`config.mk`:
```
export PLATFORM = sky130hd
export DESIGN_NAME = mouse_regs
export DESIGN_NICKNAME = d
export VERILOG_FILES = /design/src/rtl/mouse_pkg.sv /design/src/rtl/mouse_axis_accum.sv /design/src/rtl/mouse_regs.sv
export SDC_FILE = /design/constraint.sdc
export NUM_CORES = 1
export LEC_CHECK = 0
export BUFFER_PORTS_ARGS = -buffer_cell sky130_fd_sc_hd__buf_2
export CORE_ASPECT_RATIO = 0.75
export CORE_MARGIN = 2
export CORE_UTILIZATION = 49
export DETAILED_ROUTE_END_ITERATION = 10
export PLACE_DENSITY = 0.69
export SLEW_MARGIN = 20
export SYNTH_ARGS = -nofsm -noshare
export SYNTH_HDL_FRONTEND = slang
export SYNTH_SLANG_ARGS = --single-unit
```
`constraint.sdc`:
```
create_clock -name clk -period 2.5 [get_ports clk]
set_input_delay 0.25 -clock clk [delete_from_list [all_inputs] [get_ports clk]]
set_output_delay 0.25 -clock clk [all_outputs]
set_load 0.05 [all_outputs]
```
`src/rtl/mouse_pkg.sv`:
```
// mouse_pkg: register map, status bit positions and FSM encoding shared with mouse_display
package mouse_pkg;
    localparam logic [1:0] REG_STATUS = 2'd0;
    localparam logic [1:0] REG_X      = 2'd1;
    localparam logic [1:0] REG_Y      = 2'd2;
    localparam logic [1:0] REG_CNT    = 2'd3;

    localparam int BTN_L = 0;
    localparam int BTN_R = 1;
    localparam int BTN_M = 2;
    localparam int SYNC  = 3;
    localparam int XSIGN = 4;
    localparam int YSIGN = 5;
    localparam int XOVF  = 6;
    localparam int YOVF  = 7;

    typedef enum logic [1:0] {
        B0     = 2'd0,
        B1     = 2'd1,
        B2     = 2'd2,
        COMMIT = 2'd3
    } state_t;
endpackage

```
`src/rtl/mouse_axis_accum.sv`:
```
// mouse_axis_accum: next cursor coordinate for one axis, clamped to 0..max
module mouse_axis_accum (
    input  logic [7:0] current,
    input  logic [8:0] delta,
    input  logic       negate,
    input  logic       ovf,
    input  logic [7:0] max,
    output logic [7:0] next
);
    logic signed [10:0] cur_ext;
    logic signed [10:0] d_ext;
    logic signed [10:0] sum;

    // 11 bits hold every sum of an 8-bit position and a 9-bit signed delta
    always_comb begin
        cur_ext = signed'({3'b000, current});
        d_ext   = signed'({{2{delta[8]}}, delta});
        sum     = negate ? cur_ext - d_ext : cur_ext + d_ext;
        next    = ovf ? current :
                  (sum < 0) ? 8'd0 :
                  (sum > signed'({3'b000, max})) ? max : sum[7:0];
    end
endmodule

```
`src/rtl/mouse_regs.sv`:
```
// mouse_regs: assembles 3-byte PS/2 mouse packets into status/x/y/count registers
module mouse_regs
    import mouse_pkg::*;
#(
    parameter int          X_MAX   = 255,
    parameter int          Y_MAX   = 239,
    parameter logic [19:0] TIMEOUT = 20'd1000000
) (
    input  logic       clk,
    input  logic       rst,
    input  logic       rx_valid,
    input  logic [7:0] rx_byte,
    input  logic [1:0] addr,
    output logic [7:0] data,
    output logic       pkt_done,
    output logic       sync_err
);
    localparam logic [7:0] XM = 8'(X_MAX);
    localparam logic [7:0] YM = 8'(Y_MAX);

    state_t      state;
    state_t      state_n;
    logic [19:0] timer;
    logic        expired;
    logic [7:0]  s_tmp;
    logic [7:0]  dx_tmp;
    logic [7:0]  dy_tmp;
    logic [7:0]  status;
    logic [7:0]  x;
    logic [7:0]  y;
    logic [7:0]  pkt_cnt;
    logic [7:0]  nx;
    logic [7:0]  ny;

    assign expired = (timer == TIMEOUT - 20'd1);

    mouse_axis_accum u_x (
        .current(x),
        .delta  ({s_tmp[XSIGN], dx_tmp}),
        .negate (1'b0),
        .ovf    (s_tmp[XOVF]),
        .max    (XM),
        .next   (nx)
    );

    // PS/2 +Y points up while screen +Y points down, so the y delta is subtracted
    mouse_axis_accum u_y (
        .current(y),
        .delta  ({s_tmp[YSIGN], dy_tmp}),
        .negate (1'b1),
        .ovf    (s_tmp[YOVF]),
        .max    (YM),
        .next   (ny)
    );

    // State register
    always_ff @(posedge clk or negedge rst) begin
        if (!rst) state <= B0;
        else      state <= state_n;
    end

    // Next state: a byte always beats a coincident timeout expiry
    always_comb begin
        state_n = state;
        unique case (state)
            B0:      state_n = (rx_valid && rx_byte[SYNC]) ? B1 : B0;
            B1:      state_n = rx_valid ? B2 : expired ? B0 : B1;
            B2:      state_n = rx_valid ? COMMIT : expired ? B0 : B2;
            COMMIT:  state_n = B0;
            default: state_n = B0;
        endcase
    end

    // Inter-byte idle timer, only running while a packet is partially received
    always_ff @(posedge clk or negedge rst) begin
        if (!rst)                                   timer <= '0;
        else if (state == B0 || state == COMMIT)    timer <= '0;
        else if (rx_valid || expired)               timer <= '0;
        else                                        timer <= timer + 20'd1;
    end

    // Byte capture, commit of the assembled packet and event pulses
    always_ff @(posedge clk or negedge rst) begin
        if (!rst) begin
            s_tmp    <= '0;
            dx_tmp   <= '0;
            dy_tmp   <= '0;
            status   <= '0;
            x        <= '0;
            y        <= '0;
            pkt_cnt  <= '0;
            pkt_done <= 1'b0;
            sync_err <= 1'b0;
        end else begin
            pkt_done <= (state == COMMIT);
            sync_err <= (state == B0) && rx_valid && !rx_byte[SYNC];
            if (state == B0 && rx_valid && rx_byte[SYNC]) s_tmp  <= rx_byte;
            if (state == B1 && rx_valid)                  dx_tmp <= rx_byte;
            if (state == B2 && rx_valid)                  dy_tmp <= rx_byte;
            if (state == COMMIT) begin
                status  <= s_tmp;
                x       <= nx;
                y       <= ny;
                pkt_cnt <= pkt_cnt + 8'd1;
            end
        end
    end

    // Zero-latency read port for mouse_display
    always_comb begin
        data = (addr == REG_STATUS) ? status :
               (addr == REG_X)      ? x :
               (addr == REG_Y)      ? y : pkt_cnt;
    end
endmodule
```
==> results of run 1 <==
-- power by group through the flow --
| stage | Clock (uW) | Sequential [uW] | Combinational, uW |
|---|---|---|---|
| 2_1_floorplan | 0 | 1580 | 1040 |
| 3_5_place_dp | 0 | 1630 | 1350 |
| 6_report | 1280 | 1610 | 1770 |
| 4_1_cts | 1290 | 1610 | 1390 |
| 5_1_grt | 1330 | 1640 | 1930 |
| 3_3_place_gp | 0 | 1630 | 1320 |
-- sequential cells by signal, indices dropped and copies added, names as in the netlist --
name,flops
sync_err,1
timer,20
pkt_done,1
pkt_cnt,8
state,2
y,8
s_tmp,8
dx_tmp,8
x,8
dy_tmp,8
status,8
-- worst max-delay path by stage --
stage	startpoint	to	slack [ns]	depth (start not counted)
2_1_floorplan	y[0]$_DFFE_PN0P_	y[4]$_DFFE_PN0P_	0.08	10
3_3_place_gp	x[0]$_DFFE_PN0P_	x[7]$_DFFE_PN0P_	0.01	9
3_5_place_dp	y[0]$_DFFE_PN0P_	y[2]$_DFFE_PN0P_	-0.08	11
4_1_cts	x[0]$_DFFE_PN0P_	x[7]$_DFFE_PN0P_	0.01	9
5_1_grt	y[0]$_DFFE_PN0P_	y[2]$_DFFE_PN0P_	-0.17	12
6_report	y[0]$_DFFE_PN0P_	y[2]$_DFFE_PN0P_	-0.06	12
-- stage by stage --
step / util [%] / power, uW
2_1_floorplan: - / 2628
3_3_place_gp: 53.70 / 2946
3_5_place_dp: 53.70 / 2980
4_1_cts: 57.49 / 4289
5_1_grt: 59.18 / 4900
6_report: 59.18 / 4661
-- area by class of cell --
cell class              count  share of cell area, %
multi-input cells         273                  45.42
flip-flops and latches     80                  39.84
clock buffers              11                  5.030
repair buffers             38                  4.756
well taps                 108                  2.689
inverters                  20                  1.494
clock inverters             5                 0.7719
-- cells in the mapped netlist (2+ instances only) --
master,count
nand2_1,25
nand2b_1,14
a22oi_1,3
o21bai_1,4
a32oi_1,4
o311ai_0,5
a21o_1,4
mux2_2,33
ha_1,23
nand4_1,6
nor2b_1,2
dfrtp_1,80
or4_1,2
nor2_1,34
o21ai_0,11
o211ai_1,4
mux4_2,8
or2_2,2
a32o_1,2
a211oi_1,5
inv_1,20
xnor2_1,15
a21oi_1,11
fa_1,2
and3_1,4
clkbuf_1,6
nand3_1,13
xor2_1,19
-- routing by layer --
layer / part of all wire (%) / wire, um
met5: 0 / 0
met4: 1.4 / 133
met3: 2.9 / 269
met2: 47 / 4401
met1: 49 / 4625
-- repair_timing --
| item | in CTS | in global routing |
|---|---|---|
| endpoints found under the hold margin | 46 | 0 |
| resized for setup | 4 | 20 |
| pin swaps | 2 | 15 |
| hold buffers | 1 | 0 |
| endpoints found under the setup margin | 12 | 16 |
| setup buffers | 0 | 6 |
-- cells by family after synthesis --
| logic type | synth area share (%) |
|---|---|
| AND/OR/NAND/NOR | 13.02 |
| flip-flops | 46.62 |
| AO/OA/AOI/OAI | 10.02 |
| multiplexers | 12.85 |
| XOR/XNOR | 6.935 |
| buffers and inverters | 2.914 |
| adder cells (fa/ha/maj) | 7.634 |
==> impl_results.md, run 1 <==
- Status: finished with violations
- Failing checks: setup timing
- Area of the multi-input gates: between 2000 and 2500 sq um
- WL final: approximately 9.4 mm
- Share of total power in combinational logic: 38.0%
- Non-Filler Instances: 535
- Ys async rst share: 100.0%
- Leading area contributor after synthesis: dfrtp_1
- Vias in the first global route: 3,043
- Critical path data required time: 2.74 ns
- Crit start category: flip-flop
- FF/Latch Area: 2002 sq um
- Reg-to-reg endpoint: y[2]$_DFFE_PN0P_
- Cell Pwr Density: 927.6 nW/um^2
- Clock Power Share: 27.4%
- Finished Cell Area: approximately 5000 sq um
- Worst Path Buf+Inv: 4
- Clk slew on worst S/H paths: 0.06 ns
- DP Area: 4559 sq um
- ANT cells: 0
- FILL cells: around 680
- Worst EP arrival: ~2.8 ns
- Mean Syn Cell Area: between 10 and 15 sq um
- CTS tree: built
- Die Y: approximately 85 um
- Switch share: a little over a third
- Met3 GRT Util: about 4.6%
- Core area: roughly 8500 sq um
- Reg2Reg Depth: 12
- Sink Count: 80
- Total track usage: 20.29%
- Beginning of the worst hold path: rx_byte[3]
- Commonest non-fill, non-tap cell in the layout: dfrtp_1
- Yosys warning count: 0
- Largest net degree at the start of global routing: 49
- Fmax: roughly 0.39 GHz
- Clk_lat worst skew: 0.34 ns
- Drt wl/cell: roughly 18 um
- Unrepaired setup endpoints after global routing: true
- Synth top area share: 46.62%
- Setup WS pre-CTS: -0.08435 ns
- Post-synth EDFFs: 0
- Switching power: 1619 uW
- Cell family with the largest share of critical-path delay: compound AO/OA/AOI/OAI gates
- Commonest non-fill, non-tap cells in the layout: dfrtp_1 (80), nor2_1 (34), mux2_2 (33), nand2_1 (25)
- Htree depth: 3
- CP peak stage delay: 0.38 ns
- Max_cap viols: 0
- Port-buffer cells: 22
- Die area: 9536 sq um
- Max clock buf depth: 2
- Initial antenna violation count: 0
- Cell count after synthesis: between 300 and 400
- Post-route ant nets: 0
- Cell variety after synth: 49
- Crit path kind: flip-flop to flip-flop
- Top FF cell, synth: dfrtp_1
- Vias per cell: between 5 and 6
- Slowest CP cell: dfrtp_1
- Synth top area cells: dfrtp_1 (47%), mux2_2 (8.7%), ha_1 (6.7%), mux4_2 (4.2%), xor2_1 (3.9%)
- I/O pin cnt: 23
- Final Cycle Share: 102.5%
- Layout cell share with drive strength beyond 1: 28.10%
- Net Count, Synth: between 400 and 500
- Maximum fanout along the worst path: 4
- Hold Fails Final Rpt: 0
- Sequential power share: 34.6%
- Fin. max-slew vios: 0
- First-pass GRT wire length: 15.17 mm
- Internal power: slightly above 3000 uW
- Placer Congestion: a little under 0.9
- Row cnt: 29
- Post-synth design cell area: 4294 sq um
- Syn-to-layout area delta: 17.02%
- CTS buffer count: 9
- Worst r2r src: y[0]$_DFFE_PN0P_
- Initial Utilization: 50.57%
- DR vias: 3,024
- Min-Delay Path Class: input pin to flip-flop
- Met1 Use GR: 28.47%
- VDD IR max: between 400 and 500 uV
- Total Neg Setup Slack: -0.06203 ns
- Worst Skew: 0.009911 ns
- WHS: 0.1454 ns
- Die Wd: about 110 um
- First-pass DRT Iterations: 4
- Nets: 460
- DRC Markers: 0
- Pleak: about 0.0023 uW
- Final WS setup: -0.06203 ns
- Seq cells post-synth: 80
- Sequential area share after synthesis: a little under half
- Clk root buf: clkbuf_16
- Critical Path End Type: flip-flop
- CP Cell Sequence: inv_1 > ha_2 > inv_2 > fa_2 > a211oi_2 > buf_4 > o21ai_4 > a21oi_2 > xor2_1 > nand4bb_4 > buf_6 > a32oi_2
- Layer with the highest usage: met2
- Dpl cells: 512
- Slew HR: 58.61%
- Starting DRC count in detailed routing: 234
- Total gr overflow: 0
- R2R setup slack: -0.06 ns
- Hold depth: 2
- HPWL after DPL: 6.373 mm
- Post-layout min period: 2.562 ns
- M2 GR Usage: roughly a third
- Hold EP: sync_err$_DFF_PN0_
- Final setup violation count: 1
- Worst Max-Slew Pin Slew: 0.6209 ns
Note: power is estimated with default switching activity, not from simulation.
==> run 2, diff against run 1 <==
==> constraint.sdc (replaced) <==
create_clock -name clk -period 2.5 [get_ports clk]
set_input_delay 0.375 -clock clk [delete_from_list [all_inputs] [get_ports clk]]
set_output_delay 0.375 -clock clk [all_outputs]
set_load 0.05 [all_outputs]
==> impl_results.md, run 2 (synthesized netlist as in run 1, its figures left out) <==
- Status: complete, no violations
- R2R setup slack: ~0.13 ns
- Nets: ~460
- DP Area: around 4600 sq um
- Core area: ~8500 sq um
- Max clock buf depth: 2
- Post-layout min period: 2.365 ns
- Critical Path End Type: flip-flop
- Commonest non-fill, non-tap cell in the layout: dfrtp_1
- Starting DRC count in detailed routing: 151
- WHS: 0.04739 ns
- Min-Delay Path Class: input pin to async pin
- Total Neg Setup Slack: 0 ns
- I/O pin cnt: 23
- DRC Markers: 0
- Clk_lat worst skew: 0.33 ns
- Layout cell share with drive strength beyond 1: between 20% and 30%
- Max_cap viols: 0
- Hold Fails Final Rpt: 0
- Sink Count: 80
- Worst EP arrival: 2.61 ns
- Post-route ant nets: 0
- Maximum fanout along the worst path: 4
- Total power: 4646 uW
- Total gr overflow: 0
- Cell family with the largest share of critical-path delay: compound AO/OA/AOI/OAI gates
- Worst r2r src: y[0]$_DFFE_PN0P_
- Die Wd: 112.1 um
- Final setup violation count: 0
- Worst Max-Slew Pin Slew: 0.5871 ns
- Reg-to-reg endpoint: y[2]$_DFFE_PN0P_
- CTS buffer count: 9
- Largest register FFs: 20
- VDD IR max: 479.5 uV
- Initial antenna violation count: 0
- Syn-to-layout area delta: 16.61%
- Worst Skew: 0.005817 ns
- Crit start category: flip-flop
- Total track usage: 19.58%
- First-pass DRT Iterations: 4
- Cell Pwr Density: slightly above 900 nW/um^2
- Row cnt: 29
- Pleak: 0.002310 uW
- Vias in the first global route: 2,899
- WL final: 8.898 mm
- Reg2Reg Depth: 12
- Slowest CP cell: dfrtp_1
- Port-buffer cells: 22
- Largest net degree at the start of global routing: 47
- Crit path kind: flip-flop to flip-flop
- Critical path data required time: 2.75 ns
- Register with the most flip-flops: timer
- Slew HR: between 60% and 70%
- ANT cells: 0
- Htree depth: 3
- Drt wl/cell: 16.76 um
- Die Y: 85.07 um
- Placer Congestion: between 0.8 and 0.9
- Clk slew on worst S/H paths: 0.06 ns
- Worst Path Buf+Inv: 4
- Finished Cell Area: around 5000 sq um
- CP peak stage delay: between 0.3 and 0.4 ns
- Die area: 9536 sq um
- CP Cell Sequence: inv_1 > ha_2 > inv_1 > fa_2 > a211oi_2 > buf_4 > o21ai_1 > a21oi_1 > xor2_1 > nand4bb_1 > buf_4 > a32oi_1
- First-pass GRT wire length: 14.69 mm
- Clk root buf: clkbuf_16
- Vias per cell: 5.665
- Fmax: 0.4228 GHz
- Commonest non-fill, non-tap cells in the layout: dfrtp_1 (80), nor2_1 (34), mux2_2 (33), nand2_1 (25)
- CTS tree: built
- Dpl cells: 511
- Final Cycle Share: 94.60%
- Initial Utilization: 50.57%
- Non-Filler Instances: roughly 530
- Fin. max-slew vios: 0
- DR vias: 3,008
- HPWL after DPL: 6.381 mm
run 2: how the worst max path moves through the flow:
stage | startpoint | to | slack (ns) | depth (start not counted)
after floorplan | y[0]$_DFFE_PN0P_ | y[4]$_DFFE_PN0P_ | 0.08 | 10
after global placement | x[0]$_DFFE_PN0P_ | x[7]$_DFFE_PN0P_ | 0.005 | 9
after detailed placement | y[0]$_DFFE_PN0P_ | y[5]$_DFFE_PN0P_ | -0.04 | 11
after CTS | x[0]$_DFFE_PN0P_ | x[7]$_DFFE_PN0P_ | -0.005 | 9
after global routing | y[0]$_DFFE_PN0P_ | y[3]$_DFFE_PN0P_ | -0.05 | 12
final | y[0]$_DFFE_PN0P_ | y[2]$_DFFE_PN0P_ | 0.13 | 12
run 2: metal layers:
layer  share of wire, %  track usage [%]  vias to the layer above
met2                 45            28.15                       71
met3                4.0            5.786                       11
met5                  0                0                        -
met4                1.3            5.765                        0
met1                 49            28.93                     1487
li1                   -                -                     1439
run 2: final cells by class:
type	count	area, sq um
fillers	671	3483
clock inverters	6	113.9
flip-flops and latches	80	2002
inverters	20	75.07
clock buffers	10	239.0
well taps	108	135.1
multi-input cells	273	2227
repair buffers	34	215.2
run 2: where the power goes:
group,switching (uW),internal (uW)
combinational,785,711
clock,533,1010
sequential,135,1480
run 2: what timing repair did:
| item | CTS | global route |
|---|---|---|
| cloned | 0 | 0 |
| gates resized for setup | 5 | 9 |
| pin swaps | 0 | 5 |
| hold buffers | 0 | 0 |
| setup endpoints to repair | 15 | 16 |
| setup buffers | 0 | 4 |
run 2: metrics by stage:
stage               util, %  worst slack [ns]
finish                58.97            0.1349
floorplan                 -           0.08239
detailed placement    53.76          -0.04317
global placement      53.76          0.004823
global route          58.97          -0.05137
CTS                   58.22         -0.005269
==> run 3, diff against run 2 <==
Settings changed: PLACE_DENSITY 0.69 to 0.68, SYNTH_HIERARCHICAL set to 1.
==> impl_results.md, run 3 <==
- Yosys warning count: 6
- Die Y: 96.99 um
- Sequential area share after synthesis: 35.44%
- Switching power: between 4000 and 5000 uW
- Initial Utilization: 51.05%
- Worst Skew: 0.01048 ns
- Worst EP arrival: 4.03 ns
- Mean Syn Cell Area: 10.16 sq um
- Cell variety after synth: 63
- Switch share: 42.37%
- Reg2Reg Depth: 16
- Core area: 11,070 sq um
- DRC Markers: 0
- Worst r2r src: dx_tmp[0]$_DFFE_PN0P_
- VDD IR max: 861.1 uV
- Most common library cells after synthesis: dfrtp_1 (80), nor2_1 (67), mux2_2 (53), ha_1 (41), inv_1 (36)
- Vias in the first global route: 4,841
- Layout cell share with drive strength beyond 1: 40.00%
- Commonest non-fill, non-tap cells in the layout: buf_4 (87), dfrtp_1 (80), nor2_1 (65), mux2_2 (38)
- Port-buffer cells: 22
- Fmax: 0.2661 GHz
- Ys async rst share: 100.0%
- Top-count cell post-synth: dfrtp_1
- Placer Congestion: roughly 0.87
- Cell count after synthesis: 556
- Post-layout min period: between 3 and 4 ns
- Area share of fa/ha/maj cells after synthesis: 9.790%
- Status: finished with violations
- Drt wl/cell: 17.11 um
- Commonest non-fill, non-tap cell in the layout: buf_4
- Total gr overflow: 0
- Fin util: around 70%
- R2R setup slack: -1.26 ns
- Register with the most flip-flops: timer
- Top FF cell, synth: dfrtp_1
- Vias per cell: 5.560
- Seq cells post-synth: 80
- Sink Count: 80
- Max clock buf depth: 2
- ANT cells: 0
- Pleak: between 0.003 and 0.004 uW
- Largest register FFs: 20
- Cell Pwr Density: 1432 nW/um^2
- First-pass DRT Iterations: 4
- Htree depth: 3
- Critical Path End Type: flip-flop
- Synth top area share: between 30% and 40%
- Clk root buf: clkbuf_16
- Maximum fanout along the worst path: 4
- Die area: about 12,000 sq um
- Total track usage: 24.36%
- Reg-to-reg endpoint: x[0]$_DFFE_PN0P_
- Compound-cell area share of the yosys netlist: around 14%
- Share of total power in combinational logic: 69.8%
- Internal power: approximately 6200 uW
- Final Cycle Share: 150.3%
- Sequential power share: 17.6%
- Setup WS pre-CTS: -1.394 ns
- Synth top area cells: dfrtp_1 (35%), mux2_2 (11%), ha_1 (9.1%), xnor2_1 (4.7%), nor2_1 (4.5%)
- CP startpoint: dx_tmp[0]$_DFFE_PN0P_
- Failing checks: setup timing
- I/O pin cnt: 23
- Post-route ant nets: 0
- FILL cells: 829
- Largest net degree at the start of global routing: 46
- XOR/XNOR share of the synthesized area: 7.907%
- WL final: 14.46 mm
- Min-Delay Path Class: input pin to async pin
- Clk slew on worst S/H paths: 0.06 ns
- Slew HR: 53.85%
- CTS tree: built
- Nets: roughly 760
- Clk_lat worst skew: 0.34 ns
- Starting DRC count in detailed routing: 248
- Crit start category: flip-flop
- Largest family of logic cells by synthesized area: simple AND/OR/NAND/NOR gates
- Fin. max-slew vios: 0
- Worst Max-Slew Pin Slew: 0.6923 ns
- Final WS setup: -1.258 ns
- Unrepaired setup endpoints after global routing: true
- Post-synthesis mux area share: 13.93%
- Row cnt: 33
- CTS buffer count: 9
- Clock Power Share: 12.6%
- Total Neg Setup Slack: -17.38 ns
- DR vias: 4,698
- First-pass GRT wire length: 24.09 mm
- Initial antenna violation count: 0
- Leading area contributor after synthesis: dfrtp_1
- HPWL after DPL: 10.42 mm
- Max_cap viols: 0
- Syn-to-layout area delta: 33.47%
- Hold_buf cts: 0
- Final setup violation count: 16
- Hold Fails Final Rpt: 0
- Post-synth design cell area: 5649 sq um
- Die Wd: 128.0 um
- Critical path data required time: 2.77 ns
- Crit path kind: flip-flop to flip-flop
- Simple-gate area share of the yosys netlist: ~16%
- Post-synth EDFFs: 0
run 3: cell count changes after synthesis, moves of 13 or more:
cell      before  now
a311oi_1       0   14
ha_1          23   41
inv_1         20   36
mux2_2        33   53
nor2_1        34   67
o21ai_1        1   15
xnor2_1       15   30
xor2_1        19    6
run 3: area by class of cell:
class | instances | area [sq um] | share of cell area (%)
Clock buffer | 11 | 252.7 | 3.352
Clock inverter | 5 | 63.81 | 0.8463
Inverter | 40 | 150.1 | 1.991
Multi-Input combinational cell | 454 | 4033 | 53.48
Sequential cell | 80 | 2002 | 26.55
Tap cell | 140 | 175.2 | 2.323
Timing Repair Buffer | 115 | 863.3 | 11.45
run 3: per-layer routing:
| layer | part of all wire (%) | GRT usage [%] | wire (um) |
|---|---|---|---|
| met1 | 48 | 34.34 | 6903 |
| met2 | 47 | 38.54 | 6769 |
| met3 | 4.0 | 5.033 | 584 |
| met4 | 1.4 | 5.917 | 203 |
| met5 | 0 | 0 | 0 |
run 3: logic make-up (layout without fill, tap and decap cells):
| family | Yosys count | count (layout) |
|---|---|---|
| adders and majority gates | 43 | 43 |
| xor gates and xnor gates | 42 | 42 |
| buffers and inverters | 54 | 171 |
| AOI/OAI and AO/OA | 104 | 104 |
| other | 2 | 34 |
| muxes | 62 | 62 |
| and+or+nand+nor | 169 | 169 |
| DFF | 80 | 80 |
run 3: power groups by stage:
stage,registers (uW),logic [uW],clock network [uW]
CTS,1890,6610,1390
global placement,1890,5700,0
detailed placement,1900,5900,0
floorplan,1860,3600,0
global route,1950,8160,1430
finish,1900,7540,1360
run 3: repair_timing:
action / CTS / global route
endpoints found under the hold margin: 0 / 0
setup buffers: 3 / 6
resized for setup: 51 / 45
endpoints found under the setup margin: 16 / 16
pin swaps: 24 / 29
run 3: worst max-delay path by stage:
stage | endpoint | slack (ns)
final | x[0]$_DFFE_PN0P_ | -1.26
after global routing | x[0]$_DFFE_PN0P_ | -1.44
after CTS | x[0]$_DFFE_PN0P_ | -1.29
after detailed placement | x[0]$_DFFE_PN0P_ | -1.39
after global placement | x[0]$_DFFE_PN0P_ | -1.16
after floorplan | x[0]$_DFFE_PN0P_ | -1.29
run 3: stage by stage:
stage                     hold slack, ns  std cells  instance area (sq um)  power [uW]
after CTS                        0.05252        839                   7262        9885
after detailed placement          0.4113        820                   6678        7798
after global placement            0.4086        820                   6678        7588
final                            0.03734        845                   7540       10800
after global routing             0.07812        845                   7540       11540
after floorplan                  0.07941        588                   5782        5459
run 3: worst max-delay path: stages (launching register included):
cell,delay [ns]
dfrtp_1,0.41
inv_1,0.08
ha_2,0.27
mux2_2,0.30
fa_2,0.37
nor2b_4,0.12
o31a_1,0.22
or4b_4,0.16
nand3_4,0.08
ha_4,0.23
and4_4,0.20
a21boi_4,0.14
o41ai_4,0.24
inv_2,0.10
or3_1,0.37
a311oi_2,0.23
mux2_2,0.18
